<file path="src/rtl/dlx_fetch_if.sv">
// Fetch-stage bus bundle: ROM port, redirect/halt controls and the decode handshake.
// The master modport is the fetch stage; slave is its environment (ROM, decode, execute).
interface dlx_fetch_if #(
    parameter int unsigned DEPTH = 4
);
    logic [31:0]             i_address;
    logic [31:0]             i_data_read;
    logic                    i_data_valid;
    logic                    redirect_valid;
    logic [31:0]             redirect_pc;
    logic                    halt;
    logic                    inst_valid;
    logic                    inst_ready;
    logic [31:0]             inst_word;
    logic [31:0]             inst_pc;
    logic [$clog2(DEPTH):0]  fifo_count;

    modport master (
        output i_address, inst_valid, inst_word, inst_pc, fifo_count,
        input  i_data_read, i_data_valid, redirect_valid, redirect_pc, halt, inst_ready
    );

    modport slave (
        input  i_address, inst_valid, inst_word, inst_pc, fifo_count,
        output i_data_read, i_data_valid, redirect_valid, redirect_pc, halt, inst_ready
    );
endinterface

</file>
<file path="src/rtl/dlx_fetch.sv">
// DLX instruction fetch: owns the fetch PC, captures ROM words into a PC-tagged prefetch FIFO.
// Optional fetch/stall counters are enabled by defining DLX_FETCH_STATS_EN.
module dlx_fetch #(
    parameter int unsigned DEPTH    = 4,
    parameter logic [31:0] RESET_PC = 32'h0000_0000
) (
    input  logic          clk,
    input  logic          reset_n,
    dlx_fetch_if.master   bus
`ifdef DLX_FETCH_STATS_EN
    ,
    output logic [31:0]   stat_fetched,
    output logic [31:0]   stat_stall
`endif
);
    localparam int unsigned AW = $clog2(DEPTH);
    localparam int unsigned CW = AW + 1;

    localparam logic [1:0] StBoot   = 2'd0;
    localparam logic [1:0] StFetch  = 2'd1;
    localparam logic [1:0] StHold   = 2'd2;
    localparam logic [1:0] StHalted = 2'd3;

    logic [1:0]    r_state;
    logic [31:0]   r_pc;
    logic [CW-1:0] r_count;
    logic [AW-1:0] r_rd_ptr;
    logic [AW-1:0] r_wr_ptr;
    logic [31:0]   r_mem_word [DEPTH];
    logic [31:0]   r_mem_pc   [DEPTH];

    logic          w_full;
    logic          w_capture;
    logic          w_pop;
    logic          w_valid;
    logic [CW-1:0] w_count_d;
    logic [1:0]    w_state_d;
    logic [31:0]   w_pc_d;

    // Fullness is judged on the registered count, so a same-cycle pop cannot unblock a push.
    assign w_full    = (r_count == CW'(DEPTH));
    assign w_valid   = (r_count != '0);
    assign w_capture = bus.i_data_valid && (r_state == StFetch) && !w_full
                       && !bus.redirect_valid;
    assign w_pop     = w_valid && bus.inst_ready && !bus.redirect_valid;

    always_comb begin
        w_count_d = r_count;
        if (bus.redirect_valid) begin
            w_count_d = '0;
        end else if (w_capture && !w_pop) begin
            w_count_d = r_count + CW'(1);
        end else if (!w_capture && w_pop) begin
            w_count_d = r_count - CW'(1);
        end
    end

    always_comb begin
        w_pc_d = r_pc;
        if (bus.redirect_valid) begin
            w_pc_d = {bus.redirect_pc[31:2], 2'b00};
        end else if (w_capture) begin
            w_pc_d = r_pc + 32'd4;
        end
    end

    always_comb begin
        w_state_d = r_state;
        if (bus.redirect_valid) begin
            w_state_d = bus.halt ? StHalted : StFetch;
        end else begin
            unique case (r_state)
                StBoot:   w_state_d = StFetch;
                StFetch: begin
                    if (bus.halt) begin
                        w_state_d = StHalted;
                    end else if (w_count_d == CW'(DEPTH)) begin
                        w_state_d = StHold;
                    end
                end
                StHold:   if (r_count < CW'(DEPTH)) w_state_d = StFetch;
                StHalted: if (!bus.halt) w_state_d = StFetch;
                default:  w_state_d = StBoot;
            endcase
        end
    end

    always_ff @(posedge clk or negedge reset_n) begin
        if (!reset_n) begin
            r_state  <= StBoot;
            r_pc     <= RESET_PC;
            r_count  <= '0;
            r_rd_ptr <= '0;
            r_wr_ptr <= '0;
        end else begin
            r_state <= w_state_d;
            r_pc    <= w_pc_d;
            r_count <= w_count_d;
            if (bus.redirect_valid) begin
                r_rd_ptr <= '0;
                r_wr_ptr <= '0;
            end else begin
                if (w_capture) r_wr_ptr <= r_wr_ptr + AW'(1);
                if (w_pop)     r_rd_ptr <= r_rd_ptr + AW'(1);
            end
        end
    end

    always_ff @(posedge clk or negedge reset_n) begin
        if (!reset_n) begin
            for (int i = 0; i < int'(DEPTH); i++) begin
                r_mem_word[i] <= '0;
                r_mem_pc[i]   <= '0;
            end
        end else if (w_capture) begin
            r_mem_word[r_wr_ptr] <= bus.i_data_read;
            r_mem_pc[r_wr_ptr]   <= r_pc;
        end
    end

    assign bus.i_address  = r_pc;
    assign bus.inst_valid = w_valid;
    assign bus.inst_word  = w_valid ? r_mem_word[r_rd_ptr] : 32'd0;
    assign bus.inst_pc    = w_valid ? r_mem_pc[r_rd_ptr] : 32'd0;
    assign bus.fifo_count = r_count;

`ifdef DLX_FETCH_STATS_EN
    logic [31:0] r_stat_fetched;
    logic [31:0] r_stat_stall;
    logic        w_stall;

    assign w_stall = (r_state == StHold) || ((r_state == StFetch) && !bus.i_data_valid);

    always_ff @(posedge clk or negedge reset_n) begin
        if (!reset_n) begin
            r_stat_fetched <= '0;
            r_stat_stall   <= '0;
        end else begin
            if (w_capture) r_stat_fetched <= r_stat_fetched + 32'd1;
            if (w_stall)   r_stat_stall   <= r_stat_stall + 32'd1;
        end
    end

    assign stat_fetched = r_stat_fetched;
    assign stat_stall   = r_stat_stall;
`endif
endmodule
</file>
<file path="src/flat_wrapper.sv">
// flat-port wrapper written by rule: the top's interface ports become plain ports
module dlx_fetch_flat 
#(
    parameter int unsigned DEPTH    = 4,
    parameter logic [31:0] RESET_PC = 32'h0000_0000
)
  (clk, reset_n, bus_i_address, bus_inst_valid, bus_inst_word, bus_inst_pc, bus_fifo_count, bus_i_data_read, bus_i_data_valid, bus_redirect_valid, bus_redirect_pc, bus_halt, bus_inst_ready);
  dlx_fetch_if #(.DEPTH(DEPTH)) bus_i ();
  input  logic clk;
  input  logic reset_n;
  output wire logic [$bits(bus_i.i_address)-1:0] bus_i_address;
  output wire logic [$bits(bus_i.inst_valid)-1:0] bus_inst_valid;
  output wire logic [$bits(bus_i.inst_word)-1:0] bus_inst_word;
  output wire logic [$bits(bus_i.inst_pc)-1:0] bus_inst_pc;
  output wire logic [$bits(bus_i.fifo_count)-1:0] bus_fifo_count;
  input wire logic [$bits(bus_i.i_data_read)-1:0] bus_i_data_read;
  input wire logic [$bits(bus_i.i_data_valid)-1:0] bus_i_data_valid;
  input wire logic [$bits(bus_i.redirect_valid)-1:0] bus_redirect_valid;
  input wire logic [$bits(bus_i.redirect_pc)-1:0] bus_redirect_pc;
  input wire logic [$bits(bus_i.halt)-1:0] bus_halt;
  input wire logic [$bits(bus_i.inst_ready)-1:0] bus_inst_ready;
  assign bus_i_address = bus_i.i_address;
  assign bus_inst_valid = bus_i.inst_valid;
  assign bus_inst_word = bus_i.inst_word;
  assign bus_inst_pc = bus_i.inst_pc;
  assign bus_fifo_count = bus_i.fifo_count;
  assign bus_i.i_data_read = bus_i_data_read;
  assign bus_i.i_data_valid = bus_i_data_valid;
  assign bus_i.redirect_valid = bus_redirect_valid;
  assign bus_i.redirect_pc = bus_redirect_pc;
  assign bus_i.halt = bus_halt;
  assign bus_i.inst_ready = bus_inst_ready;
  dlx_fetch #(.DEPTH(DEPTH), .RESET_PC(RESET_PC)) u_core (.clk(clk), .reset_n(reset_n), .bus(bus_i));
endmodule
</file>
<file path="config.mk">
export PLATFORM = sky130hd
export DESIGN_NAME = dlx_fetch_flat
export DESIGN_NICKNAME = d
export VERILOG_FILES = /design/src/rtl/dlx_fetch_if.sv /design/src/rtl/dlx_fetch.sv /design/src/flat_wrapper.sv
export SDC_FILE = /design/constraint.sdc
export NUM_CORES = 1
export LEC_CHECK = 0
export CAP_MARGIN = 5
export CORE_ASPECT_RATIO = 1.75
export CORE_MARGIN = 4
export CORE_UTILIZATION = 40
export CTS_CLUSTER_SIZE = 10
export DETAILED_ROUTE_END_ITERATION = 12
export PLACE_DENSITY_LB_ADDON = 0.12
export RECOVER_POWER = 100
export SLEW_MARGIN = 20
export SYNTH_ARGS = -nofsm -noshare
export SYNTH_HDL_FRONTEND = slang
export SYNTH_SLANG_ARGS = --single-unit
export TNS_END_PERCENT = 100
</file>
<file path="constraint.sdc">
create_clock -name clk -period 7.1 [get_ports clk]
set_clock_uncertainty 0.2 [all_clocks]
set_input_delay 0.71 -clock clk [delete_from_list [all_inputs] [get_ports clk]]
set_output_delay 0.71 -clock clk [all_outputs]
set_load 0.02 [all_outputs]
</file>
==> qor.yml <==
ys_ff_latch: 287
gp_congestion: 0.7310
violations: "max-capacitance violations, max-slew violations"
vias: 8235
final_common_cell: "dfrtp_1"
pwr_density_cell_mw_per_mm2: 377.9
worstPathRequired_ns: 7.28
htreeDepth: 2
post-route-cell-area_mm2: 0.01634
wl_um: 32250
avgViaCountPerCell: 5.316
routedWlPerCell_um: 20.82
rr_startpoint: "u_core.bus.fifo_count[1]"
synth_top_flop_cell: "dfrtp_1"
coreArea_mm2: 0.03314
synth_top_cells_by_area: "dfrtp_1, mux2_2, mux4_2, and2_1, mux2_1"
final_hold_viol_count: 0
tritoncts: "built"
num_rows: 88
irDropWorstVdd_v: 0.0002089
start_kind: "flop"
cp_max_fo: 44
worstHoldEndpoint: "u_core.r_mem_pc[126]"
fin_crit_sh: 0.7248
post_synth.cell_area_avg_um2: 14.06
critPathTopFamily: "buffers and inverters"
track_usage: 0.1786
critPathCaptureType: "flop"
antenna_found_initial: 1
antenna_cells: 0
layout-area-overhead-vs-synth_pct: 21.42
p_leak_nw: 7.309
io_buffer_count: 163
cts_inserted_buffers: 34
clk_latency_ns: 0.52
post-dp-hpwl_um: 19050
fp.dieArea_mm2: 0.03676
whs_path_depth: 2
syn_inst: 957
drv_cap: 7
first_pass_iters: 4
first_iter_violations: 311
drive_gt1_frac: 0.3094
io_pins: 170
setup_tns_ns: 0
drv_slew: 291
finalSetupViolations: 0
max_stage_delay_ns: 2.29
timing.hold.worst.start: "u_core.r_mem_pc[126]"
yosys.area.top_type: "dfrtp_1"
final_cell_mix: "dfrtp_1, mux2_2, dlygate4sd3_1"
postCtsSetupBuffers: 0
cp.arrival_ns: 5.33
synth_seq_area_share: 0.5337
die_x_um: 146.7
post-route-min-period_ns: 5.146
synth-async-reset-ratio: 1.000
r2r_cells: 7
grt.overflow.total: 0
die_h_um: 250.6
cp_slowest_cell: "clkbuf_1"
r2r_setup_slack_ns: 1.95
path_class: "reg2reg"
cp_num_buf_inv: 2
outcome: "finished, violations left"
worst_pin_slew_ns: 3.483
relSlewSlack: -1.327
route.detailed.drc: 0
timing.fmax_mhz: 194.3
cts_resized: 0
grt_max_degree: 153
ys_types: 54
clock_path_buffers: 3
layout.nets: 1173
timing.rr.end: "u_core.r_mem_word[30]"
fillCellCount: 2957
cts.sinks: 287
cts-root-buf: "clkbuf_16"
grt_pass1_wl_um: 51610
path_cells: "inv_1 -> ha_1 -> a21bo_2 -> nor3_1 -> nand2_1 -> clkbuf_1 -> mux2_2"
synth.top_cell.area_share: 0.5337
grt_pass1_vias: 8954
start_util: 0.4060
postRouteAntennaNets: 0
synth_edf_count: 0
clk_pin_slew_ns: 0.06
hold_class: "reg2reg"
synthesis.area_mm2: 0.01346
yosys_warnings: 0
placedInstanceArea_mm2: 0.01544
rsz0062_at_grt: "no"
[cells by family (layout without fill, tap and decap cells)]
family	count (synthesis)	after routing	share of synthesized area
muxes	310	310	0.3110
DFF	287	287	0.5337
and+or+nand+nor	193	193	0.07894
buffers and inverters	80	219	0.02678
AOI/OAI and AO/OA	48	48	0.02120
xor gates and xnor gates	29	29	0.01990
adders and majority gates	9	9	0.008183
other	1	4	0.0002787
[area by class of cell]
type                    count  area (µm²)  share of cell area
flip-flops and latches    287        7189              0.4400
multi-input cells         593        5916              0.3620
repair buffers            173        1712              0.1048
clock buffers              40       937.1             0.05736
well taps                 450       563.0             0.03446
inverters                   6       22.52            0.001378
[synth_stat cells, types with 3 or more instances]
cell type	instances
dfrtp_1	287
mux2_2	225
and2_1	64
mux4_2	62
nand2_1	58
buf_2	33
clkbuf_1	31
o21ai_0	31
mux2_1	20
xor2_1	18
nand3_1	13
nand4_1	12
xnor2_1	10
nor2_1	9
nor3_1	9
ha_1	8
and3_1	7
inv_1	6
buf_4	4
buf_1	3
clkbuf_2	3
mux2i_1	3
nor2b_1	3
[worst reg2reg max path: stages (launching register included)]
cell	delay, ns
dfrtp_1	0.44
inv_1	0.17
ha_1	0.23
a21bo_2	0.17
nor3_1	0.11
nand2_1	0.87
clkbuf_1	2.30
mux2_2	0.52
[worst max-delay path by stage]
stage | start | end | cells past startpoint
floorplan | u_core.bus.fifo_count[1] | bus_inst_word[22] | 6
global placement | u_core.r_rd_ptr[0] | bus_inst_pc[31] | 4
detailed placement | u_core.r_rd_ptr[0] | bus_inst_pc[31] | 4
CTS | u_core.r_rd_ptr[0] | bus_inst_pc[31] | 4
global route | u_core.bus.fifo_count[1] | u_core.r_mem_pc[87] | 6
finish | u_core.bus.fifo_count[1] | u_core.r_mem_word[30] | 7
[what timing repair did]
item                                    in CTS  in global routing
hold buffers                                 1                  0
endpoints found under the setup margin       0                  0
hold endpoints to repair                    61                  0
[state kept, by name, indices dropped and copies added, names as in the netlist]
register / count
u_core.bus.i_address: 30
u_core.bus.fifo_count: 3
u_core.r_rd_ptr: 2
u_core.r_mem_word: 128
u_core.r_state: 2
u_core.r_mem_pc: 120
u_core.r_wr_ptr: 2
[power by group]
part,switching [mW],total [mW],internal [mW]
logic,0.961,2.20,1.24
registers,0.334,2.43,2.10
clock network,0.632,1.55,0.916
[routing by layer]
| layer | track usage | up-vias | share of wire |
|---|---|---|---|
| met5 | 0 | - | 0.00062 |
| met4 | 0.05355 | 2 | 0.023 |
| met2 | 0.3070 | 166 | 0.52 |
| li1 | - | 3693 | - |
| met3 | 0.03493 | 55 | 0.041 |
| met1 | 0.2287 | 4319 | 0.42 |
[per-stage QoR]
step	total power [mW]	worst slack (ns)	hold slack, ns	std cells	utilization
after CTS	6.387	2.562	0.2837	1548	0.4945
after global routing	6.543	1.534	0.2989	1549	0.4930
after floorplan	3.854	4.343	0.2144	960	-
after global placement	4.751	3.129	0.2584	1507	0.4659
final	6.174	1.954	0.2750	1549	0.4930
after detailed placement	4.800	3.125	0.2710	1507	0.4659
(Power assumes the default switching activity.)
